===== src/rtl/video_dma_if.sv =====
// -----------------------------------------------------------------------------
// video_dma_if -- bus bundle for the video DMA block.
//
// Groups every non-clock/non-reset signal of video_dma:
//   CPU register port : cpu_sel_reg, cpu_addr (low byte of 0xFFxx), cpu_wr,
//                       cpu_di, cpu_do (read data)
//   LCD status        : lcd_on, mode (00 hblank, 11 transfer)
//   Source bus        : src_rd, src_addr, src_data (valid one clock after addr)
//   OAM write port    : oam_wr, oam_addr, oam_di
//   VRAM write port   : vram_wr, vram_addr, vram_di
//   Status            : oam_dma_active, cpu_halt
//
// Modports:
//   master : the DMA engine (drives the memory ports and status)
//   slave  : the surrounding system / CPU / memories
// -----------------------------------------------------------------------------
interface video_dma_if;
  logic        cpu_sel_reg;
  logic [7:0]  cpu_addr;
  logic        cpu_wr;
  logic [7:0]  cpu_di;
  logic [7:0]  cpu_do;

  logic        lcd_on;
  logic [1:0]  mode;

  logic        src_rd;
  logic [15:0] src_addr;
  logic [7:0]  src_data;

  logic        oam_wr;
  logic [7:0]  oam_addr;
  logic [7:0]  oam_di;

  logic        vram_wr;
  logic [12:0] vram_addr;
  logic [7:0]  vram_di;

  logic        oam_dma_active;
  logic        cpu_halt;

  modport master (
    input  cpu_sel_reg, cpu_addr, cpu_wr, cpu_di, lcd_on, mode, src_data,
    output cpu_do, src_rd, src_addr, oam_wr, oam_addr, oam_di,
           vram_wr, vram_addr, vram_di, oam_dma_active, cpu_halt
  );

  modport slave (
    output cpu_sel_reg, cpu_addr, cpu_wr, cpu_di, lcd_on, mode, src_data,
    input  cpu_do, src_rd, src_addr, oam_wr, oam_addr, oam_di,
           vram_wr, vram_addr, vram_di, oam_dma_active, cpu_halt
  );
endinterface


===== src/rtl/video_dma.sv =====
// -----------------------------------------------------------------------------
// video_dma -- OAM DMA plus optional general/HBlank VRAM DMA.
//
// Ports:
//   clk   : clock, all logic on the rising edge
//   reset : synchronous, active-high
//   bus   : video_dma_if.master (CPU registers, LCD status, source bus,
//           OAM and VRAM write ports, oam_dma_active, cpu_halt)
//
// Registers (CPU address low byte): 0x46 OAM page, 0x51/0x52 source,
// 0x53/0x54 destination, 0x55 VRAM DMA control/status.
//
// Build option: define VIDEO_DMA_HDMA_EN to include the VRAM DMA engine.
// Without it only OAM DMA exists; vram_wr and cpu_halt stay 0 and
// 0x51-0x55 ignore writes and read 0xFF.
// -----------------------------------------------------------------------------
module video_dma #(
  parameter int OAM_BYTES  = 160,
  parameter int OAM_CPB    = 4,
  parameter int HDMA_CPB   = 2,
  parameter int HDMA_BLOCK = 16
) (
  input  logic        clk,
  input  logic        reset,
  video_dma_if.master bus
);

  localparam int              OPW          = $clog2(OAM_CPB);
  localparam logic [OPW-1:0]  OAM_PH_LAST  = OPW'(OAM_CPB - 1);
  localparam logic [OPW-1:0]  OAM_PH_WR    = OPW'(OAM_CPB - 2);
  localparam logic [7:0]      OAM_IDX_LAST = 8'(OAM_BYTES - 1);

  logic wr_s;
  logic wr_oam_s;
  assign wr_s     = bus.cpu_sel_reg & bus.cpu_wr;
  assign wr_oam_s = wr_s & (bus.cpu_addr == 8'h46);

  // ---------------------------------------------------------------------------
  // OAM DMA
  // ---------------------------------------------------------------------------
  logic           oam_active_q;
  logic [7:0]     oam_page_q;
  logic [7:0]     oam_idx_q;
  logic [OPW-1:0] oam_ph_q;

  // OAM DMA sequencer: a page write (re)starts at byte 0 phase 0
  always_ff @(posedge clk) begin
    if (reset) begin
      oam_active_q <= 1'b0;
      oam_page_q   <= 8'h00;
      oam_idx_q    <= 8'h00;
      oam_ph_q     <= '0;
    end else if (wr_oam_s) begin
      oam_active_q <= 1'b1;
      oam_page_q   <= bus.cpu_di;
      oam_idx_q    <= 8'h00;
      oam_ph_q     <= '0;
    end else if (oam_active_q) begin
      if (oam_ph_q == OAM_PH_LAST) begin
        oam_ph_q <= '0;
        if (oam_idx_q == OAM_IDX_LAST) begin
          oam_active_q <= 1'b0;
        end else begin
          oam_idx_q <= oam_idx_q + 8'd1;
        end
      end else begin
        oam_ph_q <= oam_ph_q + OPW'(1);
      end
    end
  end

  // Source data is valid from phase 1 on because the address is held
  // for the whole byte; the write lands in the second-to-last phase.
  logic oam_wr_s;
  assign oam_wr_s = oam_active_q & (oam_ph_q == OAM_PH_WR);

  assign bus.oam_dma_active = oam_active_q;
  assign bus.oam_wr         = oam_wr_s & ~reset;
  assign bus.oam_addr       = oam_active_q ? oam_idx_q : 8'h00;
  assign bus.oam_di         = oam_wr_s ? bus.src_data : 8'h00;

  // VRAM engine's view of the source bus and its 0x55 status byte
  logic        vrd_s;
  logic [15:0] vsrc_s;
  logic [7:0]  hdma_rd_s;

`ifdef VIDEO_DMA_HDMA_EN
  // ---------------------------------------------------------------------------
  // VRAM DMA (general and HBlank)
  // ---------------------------------------------------------------------------
  localparam int              HPW        = $clog2(HDMA_CPB);
  localparam logic [HPW-1:0]  HDMA_PH_LAST = HPW'(HDMA_CPB - 1);
  localparam int              CHUNK_MAX  = (HDMA_BLOCK > 16) ? HDMA_BLOCK : 16;
  localparam int              BCW        = $clog2(CHUNK_MAX);
  localparam logic [BCW-1:0]  GDMA_LAST  = BCW'(15);
  localparam logic [BCW-1:0]  HBLK_LAST  = BCW'(HDMA_BLOCK - 1);

  typedef enum logic [1:0] {
    S_IDLE  = 2'd0,
    S_GDMA  = 2'd1,
    S_HWAIT = 2'd2,
    S_HCOPY = 2'd3
  } vstate_e;

  vstate_e        state_q,  state_d;
  logic [6:0]     blk_q,    blk_d;     // remaining blocks minus one
  logic [15:0]    src_q,    src_d;
  logic [12:0]    dst_q,    dst_d;
  logic [HPW-1:0] ph_q,     ph_d;
  logic [BCW-1:0] cnt_q,    cnt_d;     // byte index inside the current chunk
  logic           abort_q,  abort_d;
  logic           rdpend_q, rdpend_d;  // source read issued last clock
  logic [7:0]     data_q,   data_d;    // source byte kept across an OAM stall
  logic [1:0]     mode_prev_q;

  logic busy_s, run_s, vwr_s, chunk_end_s, hblank_s, w55_s, abort_now_s;

  assign busy_s      = (state_q == S_GDMA) | (state_q == S_HCOPY);
  // OAM DMA owns the source bus: byte phases freeze while it runs
  assign run_s       = busy_s & ~oam_active_q;
  assign vrd_s       = run_s & (ph_q == '0);
  assign vwr_s       = run_s & (ph_q == HDMA_PH_LAST);
  assign chunk_end_s = vwr_s & (cnt_q == ((state_q == S_GDMA) ? GDMA_LAST : HBLK_LAST));
  assign hblank_s    = ~bus.lcd_on | ((mode_prev_q == 2'b11) & (bus.mode == 2'b00));
  assign w55_s       = wr_s & (bus.cpu_addr == 8'h55);
  assign abort_now_s = abort_q | (w55_s & ~bus.cpu_di[7]);
  assign vsrc_s      = busy_s ? src_q : 16'h0000;
  assign hdma_rd_s   = {(state_q == S_IDLE), blk_q};

  // VRAM DMA next-state: byte engine first, then per-state control
  always_comb begin
    state_d  = state_q;
    blk_d    = blk_q;
    src_d    = src_q;
    dst_d    = dst_q;
    ph_d     = ph_q;
    cnt_d    = cnt_q;
    abort_d  = abort_q;
    rdpend_d = vrd_s;
    // The read issued last clock is captured so a stall cannot lose it
    data_d   = rdpend_q ? bus.src_data : data_q;

    if (vwr_s) begin
      ph_d  = '0;
      src_d = src_q + 16'd1;
      dst_d = dst_q + 13'd1;
      cnt_d = chunk_end_s ? '0 : cnt_q + BCW'(1);
    end else if (run_s) begin
      ph_d = ph_q + HPW'(1);
    end else begin
      ph_d = ph_q;
    end

    case (state_q)
      S_IDLE: begin
        abort_d = 1'b0;
        if (wr_s) begin
          case (bus.cpu_addr)
            8'h51: src_d[15:8] = bus.cpu_di;
            8'h52: src_d[7:0]  = {bus.cpu_di[7:4], 4'h0};
            8'h53: dst_d[12:8] = bus.cpu_di[4:0];
            8'h54: dst_d[7:0]  = {bus.cpu_di[7:4], 4'h0};
            8'h55: begin
              blk_d   = bus.cpu_di[6:0];
              ph_d    = '0;
              cnt_d   = '0;
              state_d = bus.cpu_di[7] ? S_HWAIT : S_GDMA;
            end
            default: state_d = S_IDLE;
          endcase
        end else begin
          state_d = S_IDLE;
        end
      end

      S_GDMA: begin
        if (chunk_end_s) begin
          if (blk_q == 7'd0) begin
            state_d = S_IDLE;
            blk_d   = 7'h7F;
          end else begin
            blk_d = blk_q - 7'd1;
          end
        end else begin
          state_d = S_GDMA;
        end
      end

      S_HWAIT: begin
        if (w55_s) begin
          if (bus.cpu_di[7]) begin
            blk_d = bus.cpu_di[6:0];
          end else begin
            state_d = S_IDLE;
          end
        end else if (hblank_s) begin
          state_d = S_HCOPY;
        end else begin
          state_d = S_HWAIT;
        end
      end

      S_HCOPY: begin
        // An abort is held until the byte in flight has been written
        if (chunk_end_s) begin
          abort_d = 1'b0;
          if (blk_q == 7'd0) begin
            state_d = S_IDLE;
            blk_d   = 7'h7F;
          end else begin
            blk_d   = blk_q - 7'd1;
            state_d = abort_now_s ? S_IDLE : S_HWAIT;
          end
        end else if (vwr_s) begin
          abort_d = 1'b0;
          state_d = abort_now_s ? S_IDLE : S_HCOPY;
        end else begin
          abort_d = abort_now_s;
        end
      end

      default: state_d = S_IDLE;
    endcase
  end

  // VRAM DMA state registers
  always_ff @(posedge clk) begin
    if (reset) begin
      state_q     <= S_IDLE;
      blk_q       <= 7'h7F;
      src_q       <= 16'h0000;
      dst_q       <= 13'h0000;
      ph_q        <= '0;
      cnt_q       <= '0;
      abort_q     <= 1'b0;
      rdpend_q    <= 1'b0;
      data_q      <= 8'h00;
      mode_prev_q <= 2'b00;
    end else begin
      state_q     <= state_d;
      blk_q       <= blk_d;
      src_q       <= src_d;
      dst_q       <= dst_d;
      ph_q        <= ph_d;
      cnt_q       <= cnt_d;
      abort_q     <= abort_d;
      rdpend_q    <= rdpend_d;
      data_q      <= data_d;
      mode_prev_q <= bus.mode;
    end
  end

  assign bus.vram_wr   = vwr_s & ~reset;
  assign bus.vram_addr = vwr_s ? dst_q : 13'h0000;
  assign bus.vram_di   = vwr_s ? (rdpend_q ? bus.src_data : data_q) : 8'h00;
  assign bus.cpu_halt  = busy_s & ~reset;
`else
  logic unused_s;
  assign unused_s      = ^{bus.lcd_on, bus.mode};
  assign vrd_s         = 1'b0;
  assign vsrc_s        = 16'h0000;
  assign hdma_rd_s     = 8'hFF;
  assign bus.vram_wr   = 1'b0;
  assign bus.vram_addr = 13'h0000;
  assign bus.vram_di   = 8'h00;
  assign bus.cpu_halt  = 1'b0;
`endif

  // Source bus: OAM DMA has priority, otherwise the VRAM engine
  assign bus.src_rd   = (oam_active_q | vrd_s) & ~reset;
  assign bus.src_addr = oam_active_q ? {oam_page_q, oam_idx_q} : vsrc_s;

  logic [7:0] cpu_do_s;

  // CPU register read mux
  always_comb begin
    cpu_do_s = 8'hFF;
    if (bus.cpu_sel_reg) begin
      case (bus.cpu_addr)
        8'h46:   cpu_do_s = oam_page_q;
        8'h55:   cpu_do_s = hdma_rd_s;
        default: cpu_do_s = 8'hFF;
      endcase
    end else begin
      cpu_do_s = 8'hFF;
    end
  end

  assign bus.cpu_do = cpu_do_s;

endmodule


===== src/flat_wrapper.sv =====
// flat-port wrapper written by rule: the top's interface ports become plain ports
module video_dma_flat 
#(
  parameter int OAM_BYTES  = 160,
  parameter int OAM_CPB    = 4,
  parameter int HDMA_CPB   = 2,
  parameter int HDMA_BLOCK = 16
)
  (clk, reset, bus_cpu_sel_reg, bus_cpu_addr, bus_cpu_wr, bus_cpu_di, bus_lcd_on, bus_mode, bus_src_data, bus_cpu_do, bus_src_rd, bus_src_addr, bus_oam_wr, bus_oam_addr, bus_oam_di, bus_vram_wr, bus_vram_addr, bus_vram_di, bus_oam_dma_active, bus_cpu_halt);
  video_dma_if bus_i ();
  input  logic clk;
  input  logic reset;
  input wire logic [$bits(bus_i.cpu_sel_reg)-1:0] bus_cpu_sel_reg;
  input wire logic [$bits(bus_i.cpu_addr)-1:0] bus_cpu_addr;
  input wire logic [$bits(bus_i.cpu_wr)-1:0] bus_cpu_wr;
  input wire logic [$bits(bus_i.cpu_di)-1:0] bus_cpu_di;
  input wire logic [$bits(bus_i.lcd_on)-1:0] bus_lcd_on;
  input wire logic [$bits(bus_i.mode)-1:0] bus_mode;
  input wire logic [$bits(bus_i.src_data)-1:0] bus_src_data;
  output wire logic [$bits(bus_i.cpu_do)-1:0] bus_cpu_do;
  output wire logic [$bits(bus_i.src_rd)-1:0] bus_src_rd;
  output wire logic [$bits(bus_i.src_addr)-1:0] bus_src_addr;
  output wire logic [$bits(bus_i.oam_wr)-1:0] bus_oam_wr;
  output wire logic [$bits(bus_i.oam_addr)-1:0] bus_oam_addr;
  output wire logic [$bits(bus_i.oam_di)-1:0] bus_oam_di;
  output wire logic [$bits(bus_i.vram_wr)-1:0] bus_vram_wr;
  output wire logic [$bits(bus_i.vram_addr)-1:0] bus_vram_addr;
  output wire logic [$bits(bus_i.vram_di)-1:0] bus_vram_di;
  output wire logic [$bits(bus_i.oam_dma_active)-1:0] bus_oam_dma_active;
  output wire logic [$bits(bus_i.cpu_halt)-1:0] bus_cpu_halt;
  assign bus_i.cpu_sel_reg = bus_cpu_sel_reg;
  assign bus_i.cpu_addr = bus_cpu_addr;
  assign bus_i.cpu_wr = bus_cpu_wr;
  assign bus_i.cpu_di = bus_cpu_di;
  assign bus_i.lcd_on = bus_lcd_on;
  assign bus_i.mode = bus_mode;
  assign bus_i.src_data = bus_src_data;
  assign bus_cpu_do = bus_i.cpu_do;
  assign bus_src_rd = bus_i.src_rd;
  assign bus_src_addr = bus_i.src_addr;
  assign bus_oam_wr = bus_i.oam_wr;
  assign bus_oam_addr = bus_i.oam_addr;
  assign bus_oam_di = bus_i.oam_di;
  assign bus_vram_wr = bus_i.vram_wr;
  assign bus_vram_addr = bus_i.vram_addr;
  assign bus_vram_di = bus_i.vram_di;
  assign bus_oam_dma_active = bus_i.oam_dma_active;
  assign bus_cpu_halt = bus_i.cpu_halt;
  video_dma #(.OAM_BYTES(OAM_BYTES), .OAM_CPB(OAM_CPB), .HDMA_CPB(HDMA_CPB), .HDMA_BLOCK(HDMA_BLOCK)) u_core (.clk(clk), .reset(reset), .bus(bus_i));
endmodule

===== config.mk =====
export PLATFORM = sky130hd
export DESIGN_NAME = video_dma_flat
export DESIGN_NICKNAME = d
export VERILOG_FILES = /design/src/rtl/video_dma_if.sv /design/src/rtl/video_dma.sv /design/src/flat_wrapper.sv
export SDC_FILE = /design/constraint.sdc
export NUM_CORES = 1
export LEC_CHECK = 0
export BUFFER_PORTS_ARGS = -buffer_cell sky130_fd_sc_hd__buf_2
export CORE_MARGIN = 2
export CORE_UTILIZATION = 45
export CTS_CLUSTER_DIAMETER = 30
export DETAILED_ROUTE_END_ITERATION = 10
export PLACE_DENSITY = 0.86
export SLEW_MARGIN = 10
export SYNTH_ARGS = -nofsm -noshare
export SYNTH_HDL_FRONTEND = slang
export SYNTH_SLANG_ARGS = --single-unit

===== constraint.sdc =====
create_clock -name clk -period 3.82 [get_ports clk]
set_clock_uncertainty 0.05 [all_clocks]
set_input_delay 1.146 -clock clk [delete_from_list [all_inputs] [get_ports clk]]
set_output_delay 1.146 -clock clk [all_outputs]
set_load 0.01 [all_outputs]

# Word level (Yosys, flattened, before mapping)
# Index checks and enable logic that the tools add are counted.
# word_totals
register_bits	19
inputBits	31
output_inout_bits	66
word_cells	29
# classes
add_sub_neg	2
eq_ne	4
n_mux	10
bitwise_logic	7
reduce_logical	2
# op_table
operator	n
$mux W8	4
$mux W16	1
$add A8 B1 Y8 const B	1
$eq A8 B7 Y1 const B	1
$eq A8 B8 Y1 const B	1
$and A1 B1 Y1	5
$eq A2 B2 Y1 const B	2
$mux W1	4
$reduce_and A3 Y1	1
$add A2 B1 Y2 const B	1
$mux W2	1
$not A1 Y1	2
$reduce_or A2 Y1	1

# Logic depth before layout (Yosys ltp)
# Gate-level depths: netlist of the first run.
# logic_depth
depth_word	5
ltp_mapped	6
mapped_depth_nobuf	5

# Worst setup path after synthesis of the first run
# No wires, ideal clock.
# synth_timing
kind	input to output
startpoint	input port bus_cpu_addr[5]
endpoint	output port bus_cpu_do[0]
t_arrival_ns	1.992
required_time_ns	2.624
slack_ns	0.632
path_stages	4
path_buffers	1
cell_sequence	nor4b_4 -> and3_1 -> buf_6 -> or2b_1
# synth_between
elab_chain_cells	3
# synth_rtl
item	line_no	text
start, declared	flat_wrapper.sv:14	input wire logic [$bits(bus_i.cpu_addr)-1:0] bus_cpu_addr;
$eq A8 B7 Y1	video_dma.sv:279	case (bus.cpu_addr)
$mux W8	video_dma.sv:279	
$mux W8	video_dma.sv:278	if (bus.cpu_sel_reg) begin
end, declared	flat_wrapper.sv:20	output wire logic [$bits(bus_i.cpu_do)-1:0] bus_cpu_do;
# No other way between the ends.

# Worst setup path in the final report of the first run
# layout_timing
startpoint	input port bus_cpu_addr[5]
endpoint	output port bus_cpu_do[5]
# Same word-level chain as after synthesis.

==> results.md, run 1 <==
* Run status: complete, no violations
* Cts repair resizes at 0
* CTS hold repair buffers at 0
* Initial core utilization at 0.473
* Core box area at 3050 sq um
* Wire per inst at 9.85 um
* Synth unique cells at 32
* IO Port Bufs at 70
* Clk slew on worst S/H paths at 110 ps
* Hold endpoint: u_core.oam_page_q[0]
* Hold depth at 2
* Final-layout fill cell count at 309
* WP data arrival at 2330 ps
* Fin crit period at 3520 ps
* Vias in the first global route at 984
* Most frequent CP cell: buf_2
* 1st-pass router iterations at 4
* Slew headroom at 0.395
* CTS tree: built
* Post-Synthesis Cells at 172
* Crit path launch type: primary input
* Slew Viols, Final at 0
* Number of CTS-inserted buffers at 3
* Gpl congestion at 0.781
* Worst R2R Path Depth at 4
* Slowest cell on crit path: and3_1
* Most common cell in the netlist: buf_4
* Tcrit/Tclk final at 0.922
* GRT Util Overall at 0.147
* First-pass GRT wire length at 4070 um
* Largest area contributor in the netlist: dfxtp_1
* Pin count of the biggest net entering global routing at 36
* Die X at 60.6 um
* Htree depth at 1
* DP HPWL at 2110 um
* Vias post-DR at 1,241
* Cell class contributing the biggest share of worst-path delay: simple AND/OR/NAND/NOR gates
* Internal power at 0.249 mW
* Count of final setup violators at 0
* Grt total ovfl at 0
* HP Class: reg2reg
* Initial antenna violation count at 0
* Ys async rst share at 0
* CP Class: in2out
* # clock sinks at 19
* Worst path cell trace: buf_2 > nor4b_4 > and3_1 > buf_4 > nand2b_1 > buf_2
* Synthesized cell area at 1440 sq um
* Syn avg cell area at 8.39 sq um
* Setup TNS Final at 0 ps
* PD cells at 201 nW/um^2
* Root Buffer: clkbuf_4
* Diode count at 0
* Register area share after synthesis at 0.264
* DRT Wirelength at 2680 um
* Postcts setup bufs at 0
* Reg-to-reg critical path startpoint: u_core.bus.oam_dma_active
* Fmax at 0.284 GHz
* CP required at 2620 ps
* Sw Share at 0.257
* Clk pwr share at 0.306
* Area growth, synth to finish at 15.4%
* Worst Tran Pin Value at 906 ps
* Final ANT Viol Nets at 0
* Power Total at 0.335 mW
* Critical-path maximum fanout at 11
* I/O pin cnt at 97
* Vias per Instance at 4.56
* Layout cells sized above 1 at 0.417
* Post-synth EDFFs at 0
* Residual DRC count at 0
* Number of synthesized register bits at 19
* Top post-synthesis cells by area: dfxtp_1, buf_4, and2_1
* Worst Path Buf+Inv at 3
* Sw power at 0.0862 mW
* RSZ-0062 raised after global routing: no
* Worst r2r dst: u_core.oam_idx_q[3]
* Hold_sp: u_core.oam_page_q[0]
* Commonest cells post-synth: buf_4, dfxtp_1, and2_1
* DR iter-0 viols at 33
* Fin. Hold Viols at 0
* Worst path max stage delay at 320 ps
* Nets@finish at 263
* Die Ht at 60.6 um
* Max-cap violations at 0
* CP Capture Type: output pin
* Combinational power share at 0.103
* Static leakage at 0.810 nW
* Max Buffers Root-to-Sink at 2
* Primary FF master, synth: dfxtp_1
* VDD IR max at 88.3 uV
* Synthesis Warnings at 0
* Rows at 20
* FF-to-FF setup slack at 1770 ps
* Die ar. at 3670 sq um
* Synth top area share at 0.264
* Clk Latency, worst-skew pair at 290 ps
* Flop pwr share at 0.591
==> state kept, by name, summed over array words and instances (netlist names) <==
register and count:
u_core.oam_idx_q 8, u_core.oam_page_q 8, u_core.oam_ph_q 2, u_core.bus.oam_dma_active 1
==> cell type report <==
cell class / count / area (sq um) / area share
inverters: 2 / 7.51 / 0.00451
repair buffers: 71 / 358 / 0.215
clock buffers: 3 / 22.5 / 0.0135
flip-flops and latches: 19 / 380 / 0.228
multi-input cells: 132 / 837 / 0.503
well taps: 44 / 55.1 / 0.0331
clock inverters: 1 / 5.00 / 0.00301
==> layer usage <==
layer,routed length [um],global-route usage
met5,0,0
met4,31,0.0466
met3,185,0.0256
met2,1290,0.263
met1,1170,0.178
==> logic make-up (layout without fill, tap and decap cells) <==
family                     Yosys count  count (layout)  synth area share
muxes                                2               2            0.0139
other                                1              23           0.00260
buffers and inverters               43              77             0.213
DFF                                 19              19             0.264
adders and majority gates            3               3            0.0260
xor gates and xnor gates             6               6            0.0364
AOI/OAI and AO/OA                   16              16            0.0893
and+or+nand+nor                     82              82             0.355
==> worst min-delay path: stages, from the launching register on <==
cell	delay [ps]
dfxtp_1	340
nand2_1	70
a21oi_2	40
==> power by group through the flow <==
stage	registers, mW	logic, mW	clock network (mW)
after global placement	0.203	0.0340	0
after floorplan	0.203	0.0369	0
after global routing	0.198	0.0382	0.116
after CTS	0.198	0.0343	0.108
final	0.198	0.0346	0.103
after detailed placement	0.203	0.0343	0
==> worst max path at each step <==
stage                          from             to  slack (ps)  cells after the start
floorplan           bus_cpu_addr[5]  bus_cpu_do[0]         630                      4
global placement    bus_cpu_addr[5]  bus_cpu_do[3]         300                      6
detailed placement  bus_cpu_addr[5]  bus_cpu_do[3]         300                      6
CTS                 bus_cpu_addr[5]  bus_cpu_do[5]         290                      6
global route        bus_cpu_addr[5]  bus_cpu_do[5]         200                      6
finish              bus_cpu_addr[5]  bus_cpu_do[5]         300                      6
==> stage by stage <==
stage | cells | setup WS, ps | util | hold slack (ps) | instance area (sq um)
final | 272 | 296 | 0.545 | 429 | 1670
after floorplan | 194 | 632 | - | 394 | 1530
after detailed placement | 268 | 295 | 0.536 | 411 | 1640
after global routing | 272 | 199 | 0.545 | 454 | 1670
after CTS | 272 | 291 | 0.545 | 435 | 1670
after global placement | 268 | 299 | 0.536 | 407 | 1640
==> cells in the final DEF, fill, tap and decap left out, types with 4 or more instances in the layout <==
cell / netlist / routed
nand2_1: 13 / 13
dfxtp_1: 19 / 19
and3_1: 10 / 10
nor2_1: 11 / 11
buf_2: 1 / 70
a211oi_1: 4 / 4
conb_1: 1 / 23
and2_1: 16 / 16
xnor2_1: 6 / 6
nand2b_1: 6 / 6
a21oi_2: 8 / 8
nand3_2: 8 / 8
(Power assumes the default switching activity.)
==> run 2, diff against run 1 <==
--- a/config.mk
+++ b/config.mk
@@ -5,12 +5,14 @@
 export SDC_FILE = /design/constraint.sdc
 export NUM_CORES = 1
 export LEC_CHECK = 0
+export ABC_AREA = 1
 export BUFFER_PORTS_ARGS = -buffer_cell sky130_fd_sc_hd__buf_2
 export CORE_MARGIN = 2
-export CORE_UTILIZATION = 45
+export CORE_UTILIZATION = 48
+export CTS_BUF_LIST = sky130_fd_sc_hd__clkbuf_8
 export CTS_CLUSTER_DIAMETER = 30
 export DETAILED_ROUTE_END_ITERATION = 10
-export PLACE_DENSITY = 0.86
+export PLACE_DENSITY = 0.89
 export SLEW_MARGIN = 10
 export SYNTH_ARGS = -nofsm -noshare
 export SYNTH_HDL_FRONTEND = slang
==> results.md, run 2 <==
* RSZ-0062 raised after global routing: no
* Htree depth at 1 (unchanged)
* Worst Path Buf+Inv at 3 (unchanged)
* CTS tree: built
* Gpl congestion at 0.734 (-6.0%)
* First-pass GRT wire length at 4810 um (+18%)
* Ys async rst share at 0 (unchanged)
* Synthesis Warnings at 0 (unchanged)
* Residual DRC count at 0 (unchanged)
* Hold_sp: u_core.oam_page_q[2]
* Most frequent CP cell: buf_2
* Die X at 60.5 um (-0.15%)
* Fmax at 0.296 GHz (+4.2%)
* Post-synth EDFFs at 0 (unchanged)
* I/O pin cnt at 97 (unchanged)
* Initial antenna violation count at 0 (unchanged)
* Commonest cells post-synth: nand2_1, inv_1, buf_4
* Crit path launch type: primary input
* Number of synthesized register bits at 19 (unchanged)
* Nets@finish at 340 (+29%)
* HP Class: reg2reg
* Core box area at 3050 sq um (unchanged)
* Critical-path maximum fanout at 16 (+5)
* Slowest cell on crit path: nor3_4
* Worst path cell trace: buf_2 > inv_1 > nand3_1 > nor3_4 > nand2_1 > buf_2
* Area growth, synth to finish at 16.6%
* Worst path max stage delay at 500 ps (+180 ps)
* WP data arrival at 2180 ps (-150 ps)
* Post-synthesis compound-gate area fraction at 0.0253 (-0.0640)
* CP Capture Type: output pin
* GRT Util Overall at 0.173 (+0.0258)
* # clock sinks at 19 (unchanged)
* Syn avg cell area at 6.24 sq um (-26%)
* Setup TNS Final at 0 ps (unchanged)
* Synth top area share at 0.248 (-0.0157)
* Post-Synth Adder-Cell Area at 0.0245 (-0.00155)
* Worst Tran Pin Value at 548 ps (-358 ps)
* Initial core utilization at 0.502 (+0.0299)
* Power Total at 0.380 mW (+13%)
* Slew Viols, Final at 0 (unchanged)
* Largest regs: u_core.oam_idx_q (8), u_core.oam_page_q (8), u_core.oam_ph_q (2)
* Slew headroom at 0.633 (+0.238)
* Max Buffers Root-to-Sink at 2 (unchanged)
* VDD IR max at 167 uV (+90%)
* CP Class: in2out
* Wire per inst at 9.05 um (-8.1%)
* DP HPWL at 2430 um (+15%)
* Worst R2R Path Depth at 7 (+3)
* Die Ht at 60.5 um (-0.15%)
* Placed Area at 1740 sq um (+6.4%)
* XOR/XNOR share of the synthesized area at 0.00571 (-0.0307)
* Largest family of logic cells by synthesized area: simple AND/OR/NAND/NOR gates
* CTS hold repair buffers at 0 (unchanged)
* Grt total ovfl at 0 (unchanged)
* DR iter-0 viols at 35 (+6.1%)
* Tcrit/Tclk final at 0.885 (-0.0374)
* CP required at 2620 ps (about the same)
* Vias per Instance at 4.41 (-3.3%)
* Synthesized cell area at 1530 sq um (+6.3%)
* Final ANT Viol Nets at 0 (unchanged)
* Worst r2r dst: u_core.oam_idx_q[2]
* Clk slew on worst S/H paths at 70 ps (-40 ps)
* Count of final setup violators at 0 (unchanged)
* Postcts setup bufs at 0 (unchanged)
* Rows at 20 (unchanged)
* Vias post-DR at 1,540 (+24%)
* Register area share after synthesis at 0.248 (-0.0157)
* Largest area contributor in the netlist: dfxtp_1
* Cell class contributing the biggest share of worst-path delay: simple AND/OR/NAND/NOR gates
* Most common cell in the netlist: nand2_1
* Most common cell after layout, fill and taps aside: buf_2
* Mux cell area share after synthesis at 0 (-0.0139)
* Post-Synthesis Cells at 246 (+43%)
* Root Buffer: clkbuf_8
* Top post-synthesis cells by area: dfxtp_1, nand2_1, buf_4
* Hold endpoint: u_core.oam_page_q[2]
* Reg-to-reg critical path startpoint: u_core.oam_idx_q[0]
* Fin crit period at 3380 ps (-143 ps)
* Run status: complete, no violations
* Vias in the first global route at 1,188 (+21%)
* 1st-pass router iterations at 4 (unchanged)
* IO Port Bufs at 70 (unchanged)
* Non-Filler Instances at 349 (+28%)
* Diode count at 0 (unchanged)
* Hold depth at 2 (unchanged)
* Synth unique cells at 24 (-25%)
* PD cells at 213 nW/um^2 (+5.6%)
* Layout cells sized above 1 at 0.302 (-0.115)
* DRT Wirelength at 3160 um (+18%)
* Die ar. at 3660 sq um (-0.30%)
* Final hold slack at 424 ps (-4.88 ps)
* Static leakage at 1.13 nW (+39%)
* Cts repair resizes at 0 (unchanged)
* Primary FF master, synth: dfxtp_1
* Fin. Hold Viols at 0 (unchanged)
* Number of CTS-inserted buffers at 3 (unchanged)
* Pin count of the biggest net entering global routing at 17 (-53%)
* Clk Latency, worst-skew pair at 260 ps (-30 ps)
* Most frequent cells in the layout: buf_2, nand2_1, inv_1, conb_1, nor2_1
* FF-to-FF setup slack at 2280 ps (+510 ps)
* Final Cell Area at 1790 sq um (+7.4%)
* Max-cap violations at 0 (unchanged)
* Synth Area in Simple Gates at 0.380 (+0.0254)
* Placed insts at 345 (+29%)
-- run 2: changes by cell type in the layout (fill, tap and decap cells not counted), moves of 6 or more --
cell,before,now
a21oi_2,8,1
nand2b_1,6,0
nand3_2,8,1
and2_1,16,0
nand4_1,3,16
nor2_1,11,21
nand2_1,13,67
and3_1,10,0
inv_1,2,47
xnor2_1,6,0
-- run 2: kinds of logic (layout without fill, tap and decap cells) --
family | after synthesis | in the layout
AOI/OAI and AO/OA | 7 | 7
other | 1 | 23
buffers and inverters | 90 | 127
DFF | 19 | 19
and+or+nand+nor | 125 | 125
xor gates and xnor gates | 1 | 1
adders and majority gates | 3 | 3
-- run 2: through the flow --
step                utilization  worst slack, ps
global placement          0.571              457
CTS                       0.586              438
detailed placement        0.571              440
floorplan                     -              812
finish                    0.586              439
global route              0.586              251
-- run 2: layer usage --
metal  wire (um)  global-route usage
met5           0                   0
met2        1520               0.298
met1        1340               0.199
met3         214              0.0341
met4          85              0.0994
-- run 2: power breakdown --
group,switching (mW),internal (mW)
Combinational,0.0269,0.0137
Clock,0.0699,0.0717
Sequential,0.000110,0.198
Total,0.0969,0.283
-- run 2: tightest hold or removal path: cells and delay by family, from the launching register on --
family	cells	cell delay, ps
DFF	1	330
and+or+nand+nor	2	100
-- run 2: final cells by class --
cell class	count	area (sq um)
Clock inverter	1	3.75
Clock buffer	3	41.3
Tap cell	44	55.1
Timing Repair Buffer	71	358
Sequential cell	19	380
Multi-Input combinational cell	159	754
Fill cell	299	1260
Inverter	52	195
-- run 2: worst max-delay path by stage --
| stage | start | end | slack [ps] | cells after the start |
|---|---|---|---|---|
| 6_report | bus_cpu_addr[4] | bus_cpu_do[5] | 440 | 6 |
| 5_1_grt | bus_cpu_addr[4] | bus_cpu_do[5] | 250 | 6 |
| 4_1_cts | bus_cpu_addr[4] | bus_cpu_do[5] | 440 | 6 |
| 3_5_place_dp | bus_cpu_addr[4] | bus_cpu_do[5] | 440 | 6 |
| 3_3_place_gp | bus_cpu_addr[4] | bus_cpu_do[7] | 460 | 6 |
| 2_1_floorplan | bus_cpu_addr[4] | bus_cpu_do[0] | 810 | 5 |
==> run 3, diff against run 2 <==
--- a/config.mk
+++ b/config.mk
@@ -13,6 +13,7 @@
 export CTS_CLUSTER_DIAMETER = 30
 export DETAILED_ROUTE_END_ITERATION = 10
 export PLACE_DENSITY = 0.89
+export SETUP_SLACK_MARGIN = 0.5
 export SLEW_MARGIN = 10
 export SYNTH_ARGS = -nofsm -noshare
 export SYNTH_HDL_FRONTEND = slang
==> results.md, run 3 (synthesis gave the netlist of run 2 again) <==
* Max Buffers Root-to-Sink at 2 (unchanged)
* Setup WS pre-CTS at 440 ps (unchanged)
* Fin crit period at 3230 ps (-151 ps)
* DR iter-0 viols at 41 (+17%)
* Final worst slack at 591 ps (+151 ps)
* Rows at 20 (unchanged)
* Residual DRC count at 0 (unchanged)
* CP required at 2620 ps (about the same)
* Area growth, synth to finish at 17.9%
* Clk Latency, worst-skew pair at 260 ps (about the same)
* Largest regs: u_core.oam_idx_q (8), u_core.oam_page_q (8), u_core.oam_ph_q (2)
* Most frequent CP cell: buf_2
* Layout cells sized above 1 at 0.304 (+0.00228)
* Non-Filler Instances at 350 (+0.29%)
* Slew Viols, Final at 0 (unchanged)
* IO Port Bufs at 70 (unchanged)
* Max-cap violations at 0 (unchanged)
* RSZ-0062 raised after global routing: no
* Root Buffer: clkbuf_8
* Worst path max stage delay at 220 ps (-280 ps)
* Placed insts at 345 (unchanged)
* Final ANT Viol Nets at 0 (unchanged)
* I/O pin cnt at 97 (unchanged)
* Die X at 60.5 um (unchanged)
* Placed Area at 1740 sq um (unchanged)
* Clk slew on worst S/H paths at 70 ps (about the same)
* Power Total at 0.381 mW (about the same)
* HP Class: reg2reg
* Core box area at 3050 sq um (unchanged)
* 1st-pass router iterations at 4 (unchanged)
* CP Capture Type: output pin
* CTS hold repair buffers at 0 (unchanged)
* GRT Util Overall at 0.178 (+0.00485)
* Vias per Instance at 4.44 (+0.56%)
* Count of final setup violators at 0 (unchanged)
* Nets@finish at 341 (+0.29%)
* VDD IR max at 168 uV (+0.13%)
* Slew headroom at 0.658 (+0.0243)
* Final Cell Area at 1810 sq um (+1.1%)
* Critical-path maximum fanout at 16 (unchanged)
* Static leakage at 1.14 nW (+0.74%)
* DRT Wirelength at 3240 um (+2.5%)
* Grt total ovfl at 0 (unchanged)
* Htree depth at 1 (unchanged)
* Most frequent cells in the layout: buf_2, nand2_1, inv_1, conb_1, nor2_1
* Die Ht at 60.5 um (unchanged)
* Final hold slack at 425 ps (+0.327 ps)
* Gpl congestion at 0.734 (unchanged)
* CP Class: in2out
* Final Util at 0.592 (+0.00656)
* CTS tree: built
* Fin. Hold Viols at 0 (unchanged)
* WP data arrival at 2030 ps (-150 ps)
* Most common cell after layout, fill and taps aside: buf_2
* Number of CTS-inserted buffers at 3 (unchanged)
* Diode count at 0 (unchanged)
* Slowest cell on crit path: nor3_4
* Vias in the first global route at 1,209 (+1.8%)
* Worst Tran Pin Value at 514 ps (-34.7 ps)
* Initial core utilization at 0.502 (unchanged)
* Wire per inst at 9.25 um (+2.2%)
* PD cells at 211 nW/um^2 (-1.0%)
* Crit path launch type: primary input
* DP HPWL at 2430 um (unchanged)
* Setup TNS Final at 0 ps (unchanged)
* Pin count of the biggest net entering global routing at 17 (unchanged)
* Vias post-DR at 1,553 (+0.84%)
* Run status: complete, no violations
* # clock sinks at 19 (unchanged)
* Tcrit/Tclk final at 0.845 (-0.0397)
* Die ar. at 3660 sq um (unchanged)
* Initial antenna violation count at 0 (unchanged)
* Worst path cell trace: buf_2 > nor2_1 > nand3_1 > nor3_4 > buf_12 > nand2_1 > buf_2
* Fmax at 0.310 GHz (+4.7%)
* First-pass GRT wire length at 4930 um (+2.6%)
[run 3: cell types whose count changed in the layout (fill, tap and decap cells not counted)]
cell	previous run	this run
buf_12	0	1
[run 3: worst max-delay path, delay by kind of cell]
kind | cells | cell delay, ps
AND/OR/NAND/NOR | 4 | 480
buffers and inverters | 3 | 410
[run 3: layout make-up]
type	instances	area, sq um
repair buffers	72	378
flip-flops and latches	19	380
inverters	52	195
well taps	44	55.1
clock inverters	1	3.75
multi-input cells	159	754
clock buffers	3	41.3
fillers	297	1240
[run 3: timing repair]
item,4_1_cts,5_1_grt
setup endpoints to repair,8,0
buffers inserted,1,0
resized for setup,0,0
[run 3: worst paths after layout]
| check | from | to | slack [ps] | cells past startpoint |
|---|---|---|---|---|
| setup / recovery | bus_cpu_addr[0] | bus_cpu_do[5] | 590 | 7 |
| hold / removal | u_core.oam_page_q[2] | u_core.oam_page_q[2] | 420 | 2 |
| setup reg to reg | u_core.oam_idx_q[0] | u_core.oam_idx_q[2] | 2280 | 7 |
| hold reg to reg | u_core.oam_page_q[2] | u_core.oam_page_q[2] | 420 | 2 |
[run 3: report_power, final]
part | switching, mW | total, mW | leakage [nW] | internal (mW)
Clock | 0.0698 | 0.141 | 0.0269 | 0.0717
Combinational | 0.0273 | 0.0411 | 0.958 | 0.0138
Sequential | 0.000110 | 0.198 | 0.153 | 0.198
[run 3: routing by layer]
layer / vias up / GRT usage / part of all wire
met5: - / 0 / 0
met4: 0 / 0.0994 / 0.026
met3: 7 / 0.0362 / 0.081
met2: 71 / 0.314 / 0.49
met1: 672 / 0.199 / 0.40
li1: 803 / - / -
